--- src/rtl/uart_pkg.sv ---
// uart_pkg: register offsets, status bit positions and the shared TX/RX state
// encoding for the memory-mapped UART.
package uart_pkg;

  localparam logic DATA_OFS   = 1'b0;
  localparam logic STATUS_OFS = 1'b1;

  localparam int unsigned TXRDY = 0;
  localparam int unsigned RXAV  = 1;
  localparam int unsigned OVR   = 2;
  localparam int unsigned FRM   = 3;
  localparam int unsigned PAR   = 4;

  typedef enum logic [2:0] {
    IDLE,
    START,
    DATA,
    PARITY,
    STOP
  } uartState_t;

  function automatic logic evenParity(input logic [7:0] b);
    return ^b;
  endfunction

endpackage

--- src/rtl/uart_rx_fifo.sv ---
// uart_rx_fifo: small receive FIFO; pointers carry one extra wrap bit so that
// full and empty are distinguished without a separate count.
module uart_rx_fifo #(
  parameter int unsigned RX_DEPTH = 4
) (
  input  logic       clk,
  input  logic       rst,
  input  logic       push,
  input  logic       pop,
  input  logic [7:0] din,
  output logic [7:0] dout,
  output logic       full,
  output logic       empty
);

  localparam int unsigned AW = $clog2(RX_DEPTH);
  localparam logic [AW:0] PTR_ONE = {{AW{1'b0}}, 1'b1};

  logic [AW:0] wrPtr;
  logic [AW:0] rdPtr;
  logic [7:0]  mem [RX_DEPTH];
  logic        doPush;
  logic        doPop;

  assign empty  = (wrPtr == rdPtr);
  assign full   = (wrPtr[AW] != rdPtr[AW]) && (wrPtr[AW-1:0] == rdPtr[AW-1:0]);
  assign doPop  = pop && !empty;
  // A push into a full FIFO still lands when the same edge frees a slot.
  assign doPush = push && (!full || doPop);
  assign dout   = mem[rdPtr[AW-1:0]];

  always_ff @(posedge clk) begin
    if (rst) begin
      wrPtr <= '0;
      rdPtr <= '0;
    end else begin
      if (doPush) begin
        mem[wrPtr[AW-1:0]] <= din;
        wrPtr              <= wrPtr + PTR_ONE;
      end
      if (doPop) begin
        rdPtr <= rdPtr + PTR_ONE;
      end
    end
  end

endmodule

--- src/rtl/uart_mmio.sv ---
// uart_mmio: memory-mapped UART (DATA at 0xBF00, STATUS at 0xBF01) with a
// one-deep TX holding register and RX FIFO. Define UART_PARITY_EN for 8E1 frames.
module uart_mmio #(
  parameter int unsigned DIVISOR  = 434,
  parameter int unsigned RX_DEPTH = 4
) (
  input  logic        clk,
  input  logic        rst,
  input  logic        sel,
  input  logic        addr0,
  input  logic        we,
  input  logic        re,
  input  logic [15:0] dataWrite,
  output logic [15:0] dataRead,
  input  logic        uartRx,
  output logic        uartTx
);

  import uart_pkg::*;

  localparam logic [15:0] DIV_LAST = 16'(DIVISOR - 1);
  localparam logic [15:0] DIV_HALF = 16'(DIVISOR / 2);

  logic dataWr;
  logic dataRd;
  logic statusRd;
  logic unusedDataHi;

  assign dataWr       = sel && we && (addr0 == DATA_OFS);
  assign dataRd       = sel && re && (addr0 == DATA_OFS);
  assign statusRd     = sel && re && (addr0 == STATUS_OFS);
  assign unusedDataHi = ^dataWrite[15:8];

  uartState_t  txState;
  logic [15:0] txCnt;
  logic [2:0]  txBit;
  logic [7:0]  txShift;
  logic [7:0]  holdData;
  logic        holdFull;

  always_ff @(posedge clk) begin
    if (rst) begin
      txState  <= IDLE;
      txCnt    <= '0;
      txBit    <= '0;
      txShift  <= '0;
      holdData <= '0;
      holdFull <= 1'b0;
      uartTx   <= 1'b1;
    end else begin
      // Holding-register load and transfer are exclusive: one needs it empty, the other full.
      if (dataWr && !holdFull) begin
        holdFull <= 1'b1;
        holdData <= dataWrite[7:0];
      end
      case (txState)
        IDLE: begin
          if (holdFull) begin
            txShift  <= holdData;
            holdFull <= 1'b0;
            txCnt    <= '0;
            txState  <= START;
            uartTx   <= 1'b0;
          end else begin
            uartTx <= 1'b1;
          end
        end
        START: begin
          if (txCnt == DIV_LAST) begin
            txCnt   <= '0;
            txBit   <= '0;
            txState <= DATA;
            uartTx  <= txShift[0];
          end else begin
            txCnt <= txCnt + 16'd1;
          end
        end
        DATA: begin
          if (txCnt == DIV_LAST) begin
            txCnt <= '0;
            if (txBit == 3'd7) begin
`ifdef UART_PARITY_EN
              txState <= PARITY;
              uartTx  <= evenParity(txShift);
`else
              txState <= STOP;
              uartTx  <= 1'b1;
`endif
            end else begin
              txBit  <= txBit + 3'd1;
              uartTx <= txShift[txBit + 3'd1];
            end
          end else begin
            txCnt <= txCnt + 16'd1;
          end
        end
`ifdef UART_PARITY_EN
        PARITY: begin
          if (txCnt == DIV_LAST) begin
            txCnt   <= '0;
            txState <= STOP;
            uartTx  <= 1'b1;
          end else begin
            txCnt <= txCnt + 16'd1;
          end
        end
`endif
        STOP: begin
          if (txCnt == DIV_LAST) begin
            txCnt <= '0;
            if (holdFull) begin
              txShift  <= holdData;
              holdFull <= 1'b0;
              txState  <= START;
              uartTx   <= 1'b0;
            end else begin
              txState <= IDLE;
              uartTx  <= 1'b1;
            end
          end else begin
            txCnt <= txCnt + 16'd1;
          end
        end
        default: begin
          txState <= IDLE;
          uartTx  <= 1'b1;
        end
      endcase
    end
  end

  logic        rxMeta;
  logic        rxSync;
  logic        rxPrev;
  uartState_t  rxState;
  logic [15:0] rxCnt;
  logic [2:0]  rxBit;
  logic [7:0]  rxShift;
  logic        rxPush;
  logic        frmSet;
  logic        parSet;
`ifdef UART_PARITY_EN
  logic        rxParity;
`endif

  always_ff @(posedge clk) begin
    if (rst) begin
      rxMeta  <= 1'b1;
      rxSync  <= 1'b1;
      rxPrev  <= 1'b1;
      rxState <= IDLE;
      rxCnt   <= '0;
      rxBit   <= '0;
      rxShift <= '0;
      rxPush  <= 1'b0;
      frmSet  <= 1'b0;
      parSet  <= 1'b0;
`ifdef UART_PARITY_EN
      rxParity <= 1'b0;
`endif
    end else begin
      rxMeta <= uartRx;
      rxSync <= rxMeta;
      rxPrev <= rxSync;
      rxPush <= 1'b0;
      frmSet <= 1'b0;
      parSet <= 1'b0;
      case (rxState)
        IDLE: begin
          if (rxPrev && !rxSync) begin
            rxState <= START;
            rxCnt   <= DIV_HALF;
          end
        end
        START: begin
          if (rxCnt != '0) begin
            rxCnt <= rxCnt - 16'd1;
          end else if (!rxSync) begin
            rxState <= DATA;
            rxBit   <= '0;
            rxCnt   <= DIV_LAST;
          end else begin
            rxState <= IDLE;
          end
        end
        DATA: begin
          if (rxCnt != '0) begin
            rxCnt <= rxCnt - 16'd1;
          end else begin
            rxShift[rxBit] <= rxSync;
            rxCnt          <= DIV_LAST;
            if (rxBit == 3'd7) begin
`ifdef UART_PARITY_EN
              rxState <= PARITY;
`else
              rxState <= STOP;
`endif
            end else begin
              rxBit <= rxBit + 3'd1;
            end
          end
        end
`ifdef UART_PARITY_EN
        PARITY: begin
          if (rxCnt != '0) begin
            rxCnt <= rxCnt - 16'd1;
          end else begin
            rxParity <= rxSync;
            rxCnt    <= DIV_LAST;
            rxState  <= STOP;
          end
        end
`endif
        STOP: begin
          if (rxCnt != '0) begin
            rxCnt <= rxCnt - 16'd1;
          end else begin
            // Returning to IDLE at mid-stop lets the next start edge be caught.
            rxState <= IDLE;
            if (rxSync) begin
              rxPush <= 1'b1;
`ifdef UART_PARITY_EN
              parSet <= (rxParity != evenParity(rxShift));
`endif
            end else begin
              frmSet <= 1'b1;
            end
          end
        end
        default: rxState <= IDLE;
      endcase
    end
  end

  logic       fifoFull;
  logic       fifoEmpty;
  logic [7:0] fifoHead;

  uart_rx_fifo #(.RX_DEPTH(RX_DEPTH)) rxFifo (
    .clk  (clk),
    .rst  (rst),
    .push (rxPush),
    .pop  (dataRd),
    .din  (rxShift),
    .dout (fifoHead),
    .full (fifoFull),
    .empty(fifoEmpty)
  );

  logic overrun;
  logic frameErr;
  logic parErr;

  // Sticky flags: a STATUS read clears them, but a set on the same edge wins.
  always_ff @(posedge clk) begin
    if (rst) begin
      overrun  <= 1'b0;
      frameErr <= 1'b0;
      parErr   <= 1'b0;
    end else begin
      overrun  <= (rxPush && fifoFull && !dataRd) || (overrun && !statusRd);
      frameErr <= frmSet || (frameErr && !statusRd);
      parErr   <= parSet || (parErr && !statusRd);
    end
  end

  always_comb begin
    dataRead = '0;
    if (sel) begin
      if (addr0 == DATA_OFS) begin
        if (!fifoEmpty) begin
          dataRead[7:0] = fifoHead;
        end
      end else begin
        dataRead[TXRDY] = !holdFull;
        dataRead[RXAV]  = !fifoEmpty;
        dataRead[OVR]   = overrun;
        dataRead[FRM]   = frameErr;
        dataRead[PAR]   = parErr;
      end
    end
  end

endmodule

--- config.mk ---
export PLATFORM = sky130hd
export DESIGN_NAME = uart_mmio
export DESIGN_NICKNAME = d
export VERILOG_FILES = /design/src/rtl/uart_pkg.sv /design/src/rtl/uart_rx_fifo.sv /design/src/rtl/uart_mmio.sv
export SDC_FILE = /design/constraint.sdc
export NUM_CORES = 1
export LEC_CHECK = 0
export CAP_MARGIN = 20
export CORE_AREA = 3 3 106 129
export CTS_BUF_LIST = sky130_fd_sc_hd__clkbuf_8
export CTS_CLUSTER_DIAMETER = 150
export CTS_CLUSTER_SIZE = 40
export DETAILED_ROUTE_END_ITERATION = 6
export DIE_AREA = 0 0 109 132
export SLEW_MARGIN = 20
export SYNTH_ARGS = -nofsm -noshare
export SYNTH_HDL_FRONTEND = slang
export SYNTH_SLANG_ARGS = --single-unit
export TNS_END_PERCENT = 30
--- constraint.sdc ---
create_clock -name clk -period 2.9 [get_ports clk]
set_clock_uncertainty 0.2 [all_clocks]
set_input_delay 0.58 -clock clk [delete_from_list [all_inputs] [get_ports clk]]
set_output_delay 0.58 -clock clk [all_outputs]
set_load 0.05 [all_outputs]
==> reports/qor.yml, run 1 <==
status: "finished, final reports clean"
crit_arrival_ns: 1.98
routedWlPerCell_um: 14.3
rrSetupSlack_ns: 0.46
yosysWarningCount: 0
whs_path_depth: 1
synthToLayoutAreaGrowth_pct: 16.5
rr_startpoint: "rxCnt[10]$_SDFFE_PP0P_"
placedCellCount: 743
rows: 45
synthTopCellsByArea: "dfxtp_1 31%, edfxtp_1 17%, nor2_1 4.3%, mux4_2 4.0%, mux2i_1 3.6%"
final_cells: 775
synth_edf_count: 32
cp-start-kind: "flip-flop"
grt_pass1_wl_um: 19100
drc: 0
synth-seq-cells: 118
worst_setup_path_end_kind: "primary output"
finalWorstSetupSlack_ns: 0.145
drtAntennaViolNets: 0
syn_area_um2: 5600
grt_max_degree: 30
crit_type: "flip-flop to primary output"
grtUsageTotal: 0.166
ir_drop_mv: 0.281
max_freq_mhz: 363
die-area_um2: 14400
slew_headroom: 0.574
clockRootBuffer: "clkbuf_8"
tightestPinTransition_ns: 0.634
hp-start: "rxMeta$_SDFF_PP1_"
clock_sinks: 118
yosysTopAreaCell: "dfxtp_1"
synthesis.instances: 561
finalPower_mw: 3.65
totalWireLength_um: 11100
die_y_um: 132
r2r_cells: 5
ys_seq_area_frac: 0.479
dpl.hpwl_um: 7900
clock_latency_ns: 0.44
final.period_utilization: 0.950
critPathRequiredTime_ns: 2.12
htreeDepth: 4
initial_utilization: 0.446
routed_via_density: 5.39
maxCapViolCount: 0
power_leakage_nw: 2.40
fin_nets: 634
yosysTopAreaCellShare: 0.308
finalMaxSlewViolations: 0
cts_tree: "yes"
max_stage_delay_ns: 0.52
die_w_um: 109
drive_above_1_share: 0.141
hold_viol: 0
powerDensity_nw_per_um2: 559
min_to: "rxSync$_SDFF_PP1_"
synth_commonest_cells: "86 x dfxtp_1, 64 x nor2_1, 35 x a21oi_1"
slowest_stage: "mux4_2"
grt_pass1_vias: 4029
synth.most_common_cell: "dfxtp_1"
hold_path.class: "flip-flop to flip-flop"
grt_setup_unrepaired: "no"
postCtsResizedCells: 0
hold_buffers: 0
crit_chain: "buf_6 > mux4_2 > nand3_1 > o21ai_0 > and2_1 > buf_12"
ys.flop_type: "dfxtp_1"
via_count: 4180
grt-ovfl-total: 0
drt_iter0_drc: 214
cts_buffers: 17
clk_pin_slew_ns: 0.06
r2r_end: "rxBit[0]$_SDFFE_PP0P_"
gp_congestion: 0.818
core_um2: 12600
ioPinCount: 40
port_buffers: 23
diodes: 0
cts_setup_buffers: 0
post-place-ws_ns: 0.178
grt_antenna_before_repair: 0
synth_cell_types: 63
cts_max_path_buffers: 2
setup_viol: 0
postSynthAreaPerCell_um2: 9.98
async_flop_share: 0
fin_util: 0.519
cp_max_fo: 8
fin_crit_ns: 2.76
dr.pass1.iters: 4
-- worst max-delay path by stage --
| stage | startpoint | to | slack (ns) | cells past startpoint |
|---|---|---|---|---|
| 2_1_floorplan | flip-flop | dataRead[3] | -0.12 | 4 |
| 3_3_place_gp | addr0 | dataRead[6] | 0.18 | 4 |
| 3_5_place_dp | addr0 | dataRead[5] | 0.18 | 4 |
| 5_1_grt | flip-flop | dataRead[0] | 0.01 | 6 |
| 4_1_cts | flip-flop | dataRead[0] | 0.05 | 6 |
| 6_report | flip-flop | dataRead[0] | 0.14 | 6 |
-- state kept, by name, summed over array words and instances, names as in the netlist, named ones only --
name and count:
rxFifo.rdPtr 3, txShift 8, rxSync 1, frmSet 1
frameErr 1, rxShift 8, txCnt 16, txState 3
rxFifo.wrPtr 3, rxPush 1, holdFull 1, rxCnt 16
rxState 3, holdData 8, uartTx 1, rxPrev 1
rxFifo.mem 32, txBit 3, rxMeta 1, parErr 1
rxBit 3, overrun 1
-- cell type report --
class | count | area, µm²
multi-input cells | 403 | 2730
inverters | 16 | 60.1
clock inverters | 14 | 143
clock buffers | 18 | 248
flip-flops and latches | 118 | 2680
well taps | 164 | 205
repair buffers | 42 | 452
fillers | 1140 | 6040
-- cells by family (layout without fill, tap and decap cells) --
family,Yosys count,in the layout,synth area share
flops,118,118,0.479
fa+ha+maj,14,14,0.0309
mux,30,30,0.0760
simple gates,224,224,0.221
other cells,1,8,0.000670
compound gates,104,104,0.117
buf+inv,47,90,0.0385
xor+xnor,23,23,0.0360
-- cells in the final DEF (no fill, tap or decap), types with 9 or more instances in the layout --
cell / n
nand3_1: 27
edfxtp_1: 32
nor2_1: 64
o21ai_0: 24
nand4_1: 9
nand2_1: 27
clkbuf_8: 18
nor2b_1: 9
inv_1: 18
ha_1: 13
xnor2_1: 11
mux4_2: 10
nor3_1: 15
buf_4: 18
a211oi_1: 9
dfxtp_1: 86
mux2i_1: 20
and2_1: 9
xor2_1: 12
a21oi_1: 35
clkdlybuf4s50_1: 14
-- stage by stage --
stage	area (µm²)	hold slack, ns	setup TNS [ns]
detailed placement	6120	0.206	0
floorplan	5620	0.189	-0.246
CTS	6510	0.223	0
global route	6520	0.239	0
global placement	6110	0.206	0
finish	6520	0.215	0
-- where the power goes --
part | total, mW | switching [mW] | internal [mW]
sequential | 1.76 | 0.0429 | 1.72
combinational | 0.413 | 0.252 | 0.161
clock | 1.47 | 0.625 | 0.849
-- critical path, delay by kind of cell, from the launching register on --
family | cells | cell delay [ns]
multiplexers | 1 | 0.52
AND/OR/NAND/NOR | 2 | 0.29
flip-flops | 1 | 0.33
AO/OA/AOI/OAI | 1 | 0.08
buffers and inverters | 2 | 0.32
-- metal layers --
layer / track usage / wire length (µm) / vias up
met5: 0 / 0 / -
met4: 0.0639 / 172 / 0
met3: 0.0485 / 332 / 14
met2: 0.263 / 5460 / 65
met1: 0.213 / 5120 / 1993
li1: - / - / 2108
Power figures use the tool's default switching activity.
==> run 2, diff against run 1 <==
Settings changed: CORE_AREA 3 3 106 129 to 2 2 105 128, DIE_AREA 0 0 109 132 to 0 0 107 130.
Clock period 2.9 ns to 3 ns, I/O delays scaled along.
==> run 2 against run 1 <==
Against the previous run: critical path depth fell by 2; wire length rose by 0.52%; power rose by 2.0%; setup slack improved by 0.031 ns; design area rose by 0.65%; cell count fell by 0.13%; first-iteration DRC count fell by 1.9%; register-to-register slack improved by 0.05 ns; largest cell class unchanged; via count rose by 0.17%; clock power rose by 11%; highest routed layer unchanged.
==> reports/qor.yml, run 2 (synthesized netlist as in run 1, its figures left out) <==
grtUsageTotal: 0.173
drive_above_1_share: 0.140
grt_pass1_wl_um: 18900
slew_headroom: 0.529
postCtsResizedCells: 1
ir_drop_mv: 0.299
hold_viol: 0
crit_arrival_ns: 2.02
grt_antenna_before_repair: 0
routedWlPerCell_um: 14.4
port_buffers: 23
cts_setup_buffers: 0
totalWireLength_um: 11100
cts_max_path_buffers: 2
rows: 46
intPower_mw: 2.81
synthToLayoutAreaGrowth_pct: 17.3
die_y_um: 130
clock_sinks: 118
die_w_um: 107
dr.pass1.iters: 4
ioPinCount: 40
fin_nets: 629
status: "finished, final reports clean"
power.share.sequential: 0.457
grt_setup_unrepaired: "no"
grt_max_degree: 45
finalPower_mw: 3.72
routed_via_density: 5.41
gp_congestion: 0.812
diodes: 0
max_freq_mhz: 354
crit_type: "primary input to primary output"
netSwitchingPower_uw: 911
final.period_utilization: 0.942
final_cell_mix: "85 x dfxtp_1, 64 x nor2_1, 35 x a21oi_1"
core_um2: 12800
htreeDepth: 4
p_comb_frac: 0.105
critPathRequiredTime_ns: 2.20
cts_buffers: 17
hold_path.class: "flip-flop to flip-flop"
cts_tree: "yes"
die-area_um2: 13900
post-place-ws_ns: 0.190
worst_setup_path_end_kind: "primary output"
final_common_cell: "dfxtp_1"
tightestPinTransition_ns: 0.703
final_area_um2: 6560
grt-ovfl-total: 0
maxCapViolCount: 0
largest_reg_flops: 32
fin_crit_ns: 2.82
clk_pin_slew_ns: 0.07
hold_buffers: 0
finalWorstSetupSlack_ns: 0.176
via_count: 4187
drt_iter0_drc: 210
grt_pass1_vias: 3968
cp_max_fo: 8
power_leakage_nw: 2.39
powerDensity_nw_per_um2: 567
ff_latch_area_um2: 2680
finalMaxSlewViolations: 0
setup_viol: 0
dpl.hpwl_um: 7870
clkPwrFrac: 0.438
initial_utilization: 0.436
p_sw_frac: 0.245
drtAntennaViolNets: 0
drc: 0
multi_input_area_um2: 2730
clockRootBuffer: "clkbuf_8"
whs_ns: 0.212
fill_cells: 1157
clock_latency_ns: 0.43
cp-start-kind: "primary input"
placed_area_um2: 6100
==> run 2: worst paths after layout <==
kind,startpoint,end,slack [ns],cells past startpoint
hold reg to reg,rxMeta$_SDFF_PP1_,rxSync$_SDFF_PP1_,0.21,1
setup / recovery,sel,dataRead[6],0.18,4
setup reg to reg,txCnt[15]$_SDFFE_PP0P_,txCnt[10]$_SDFFE_PP0P_,0.51,5
hold / removal,rxMeta$_SDFF_PP1_,rxSync$_SDFF_PP1_,0.21,1
==> run 2: per-stage QoR <==
| step | util | TNS (ns) | std cells |
|---|---|---|---|
| 5_1_grt | 0.511 | 0 | 774 |
| 3_5_place_dp | 0.475 | 0 | 742 |
| 6_report | 0.511 | 0 | 774 |
| 3_3_place_gp | 0.475 | 0 | 741 |
| 2_1_floorplan | - | -0.0864 | 568 |
| 4_1_cts | 0.511 | 0 | 774 |
==> run 2: critical path, cell delays in order <==
cell and delay (ns):
clkdlybuf4s50_1 0.59, nor2b_1 0.41, and3_1 0.28, buf_12 0.14
==> run 2: per-layer routing <==
layer | GRT usage | vias to the layer above | routed length (µm)
li1 | - | 2098 | -
met1 | 0.216 | 2015 | 5070
met2 | 0.282 | 63 | 5520
met3 | 0.0519 | 11 | 429
met4 | 0.0657 | 0 | 124
met5 | 0 | - | 0
==> run 2: power by group through the flow <==
stage	clock, mW	combinational, mW	sequential, mW
after global placement	0	0.380	1.73
after global routing	1.74	0.432	1.70
final	1.63	0.391	1.70
after floorplan	0	0.289	1.72
after detailed placement	0	0.387	1.73
after CTS	1.67	0.389	1.70
==> run 2: area by class of cell <==
cell class,instances,share of cell area
clock buffers,18,0.0378
inverters,16,0.00915
repair buffers,37,0.0644
multi-input cells,403,0.416
well taps,168,0.0320
flip-flops and latches,118,0.409
clock inverters,14,0.0316
==> run 3, diff against run 2 <==
Settings changed: CORE_AREA 2 2 105 128 to 2 2 119 144, DIE_AREA 0 0 107 130 to 0 0 121 146.
==> run 3 against run 2 <==
Against the previous run: via count is 1.1% lower; critical endpoint is now dataRead[0]; flip-flop and latch count unchanged; wire length rose by 0.61%; critical path depth is 2 higher; sequential share of layout area increased by 0.15 points; sequential power barely moved; power is 7.4% lower; first-iteration DRC count is 2.9% higher; clock power decreased by 17%.
==> reports/qor.yml, run 3 (synthesized netlist as in run 1, its figures left out) <==
drive_above_1_share: 0.143
routed_via_density: 5.05
final_cells: 820
slowest_stage: "dfxtp_1"
slew_headroom: 0.565
clock_latency_ns: 0.42
rr_startpoint: "rxCnt[10]$_SDFFE_PP0P_"
htreeDepth: 4
placed_area_um2: 6160
via_count: 4142
drc: 0
cts_max_path_buffers: 2
grt_max_degree: 27
critical-path-top-delay-family: "simple AND/OR/NAND/NOR gates"
r2r_end: "rxShift[0]$_SDFFE_PP0P_"
clkPwrFrac: 0.394
cts_buffers: 17
dpl.hpwl_um: 8000
final.period_utilization: 0.932
hold_buffers: 0
final_area_um2: 6540
cp-startpoint: "rxFifo.wrPtr[1]$_SDFFE_PP0N_"
finalMaxSlewViolations: 0
routedWlPerCell_um: 13.7
finalWorstSetupSlack_ns: 0.204
max_freq_mhz: 358
crit_chain: "xnor2_1 > nand3_1 > nand3_1 > o21ai_0 > and2_1 > buf_12"
die_w_um: 121
rrSetupSlack_ns: 0.50
fill_cells: 1536
clock_sinks: 118
rows: 51
grt_pass1_vias: 4180
final_common_cell: "dfxtp_1"
hold_path.class: "flip-flop to flip-flop"
drtAntennaViolNets: 0
hold_viol: 0
r2r_cells: 5
cp.depth: 6
drt_iter0_drc: 216
grt-ovfl-total: 0
grt_setup_unrepaired: "no"
fin_crit_ns: 2.80
final_cell_mix: "85 x dfxtp_1, 64 x nor2_1, 35 x a21oi_1"
core_um2: 16100
critPathBufInv: 1
fin_util: 0.405
crit_path_end: "dataRead[0]"
synthToLayoutAreaGrowth_pct: 16.8
largest_reg_flops: 32
cp_max_fo: 10
p_comb_frac: 0.113
ioPinCount: 40
max_stage_delay_ns: 0.42
crit_arrival_ns: 2.00
ir_drop_mv: 0.207
port_buffers: 23
grt_antenna_before_repair: 0
grt_pass1_wl_um: 19500
power_leakage_nw: 2.35
clk_pin_slew_ns: 0.07
worst_setup_path_end_kind: "primary output"
die-area_um2: 17700
post-place-ws_ns: 0.225
powerDensity_nw_per_um2: 527
critPathRequiredTime_ns: 2.20
ff_latch_area_um2: 2680
crit_type: "flip-flop to primary output"
totalWireLength_um: 11200
multi_input_area_um2: 2730
grtUsageTotal: 0.135
gp_congestion: 0.786
status: "finished, final reports clean"
initial_utilization: 0.347
die_y_um: 146
p_sw_frac: 0.281
diodes: 0
power.share.sequential: 0.493
cts_tree: "yes"
netSwitchingPower_uw: 968
tightestPinTransition_ns: 0.647
placedCellCount: 788
fin_nets: 631
setup_viol: 0
maxCapViolCount: 0
clockRootBuffer: "clkbuf_8"
dr.pass1.iters: 5
whs_path_depth: 1
intPower_mw: 2.48
crit_top_cell: "nand3_1"
finalPower_mw: 3.44
cp-start-kind: "flip-flop"
-- run 3: cell types whose count changed in the layout (fill, tap and decap cells not counted) --
cell | previous run | this run
inv_6 | 0 | 5
bufinv_16 | 5 | 1
clkinv_4 | 1 | 5
buf_4 | 13 | 16
clkinv_2 | 3 | 1
buf_12 | 9 | 8
clkbuf_8 | 18 | 17
clkinvlp_4 | 4 | 3
inv_1 | 17 | 16
nand3_1 | 27 | 28
nand3_2 | 1 | 0
-- run 3: worst min-delay path by stage --
stage / from / endpoint / slack, ns
after floorplan: rxMeta$_SDFF_PP1_ / rxSync$_SDFF_PP1_ / 0.19
after global placement: rxMeta$_SDFF_PP1_ / rxSync$_SDFF_PP1_ / 0.20
after detailed placement: rxMeta$_SDFF_PP1_ / rxSync$_SDFF_PP1_ / 0.20
after CTS: rxMeta$_SDFF_PP1_ / rxSync$_SDFF_PP1_ / 0.22
after global routing: rxMeta$_SDFF_PP1_ / rxSync$_SDFF_PP1_ / 0.24
final: rxMeta$_SDFF_PP1_ / rxSync$_SDFF_PP1_ / 0.22
-- run 3: layout make-up --
type                    instances  area share
well taps                     212      0.0406
clock buffers                  17      0.0358
clock inverters                15      0.0222
repair buffers                 39      0.0651
flip-flops and latches        118       0.410
multi-input cells             403       0.417
inverters                      16     0.00918
-- run 3: worst reg2reg max path, stage by stage, from the launching register on --
cell	delay, ns
dfxtp_1	0.37
nor4_2	0.63
nand4_1	0.34
or3_1	0.50
o31ai_1	0.23
a21oi_1	0.10
-- run 3: layer usage --
metal	track usage	vias to the layer above	part of all wire
met5	0	-	0
met4	0.0523	0	0.015
met3	0.0329	14	0.030
met2	0.222	61	0.49
met1	0.169	1963	0.46
li1	-	2104	-
-- run 3: power by group through the flow --
stage	sequential, mW	combinational (mW)	clock, mW
floorplan	1.72	0.289	0
global placement	1.73	0.381	0
detailed placement	1.73	0.386	0
CTS	1.70	0.389	1.39
global route	1.70	0.438	1.46
finish	1.70	0.390	1.36
-- run 3: through the flow --
step / setup TNS [ns] / hold slack, ns
after floorplan: -0.0864 / 0.189
after global placement: 0 / 0.202
after detailed placement: 0 / 0.204
after CTS: 0 / 0.225
after global routing: 0 / 0.237
final: 0 / 0.222
-- run 3: timing repair --
item	CTS	global route
endpoints found under the setup margin	0	1
setup buffers	0	0
gates resized for setup	0	1
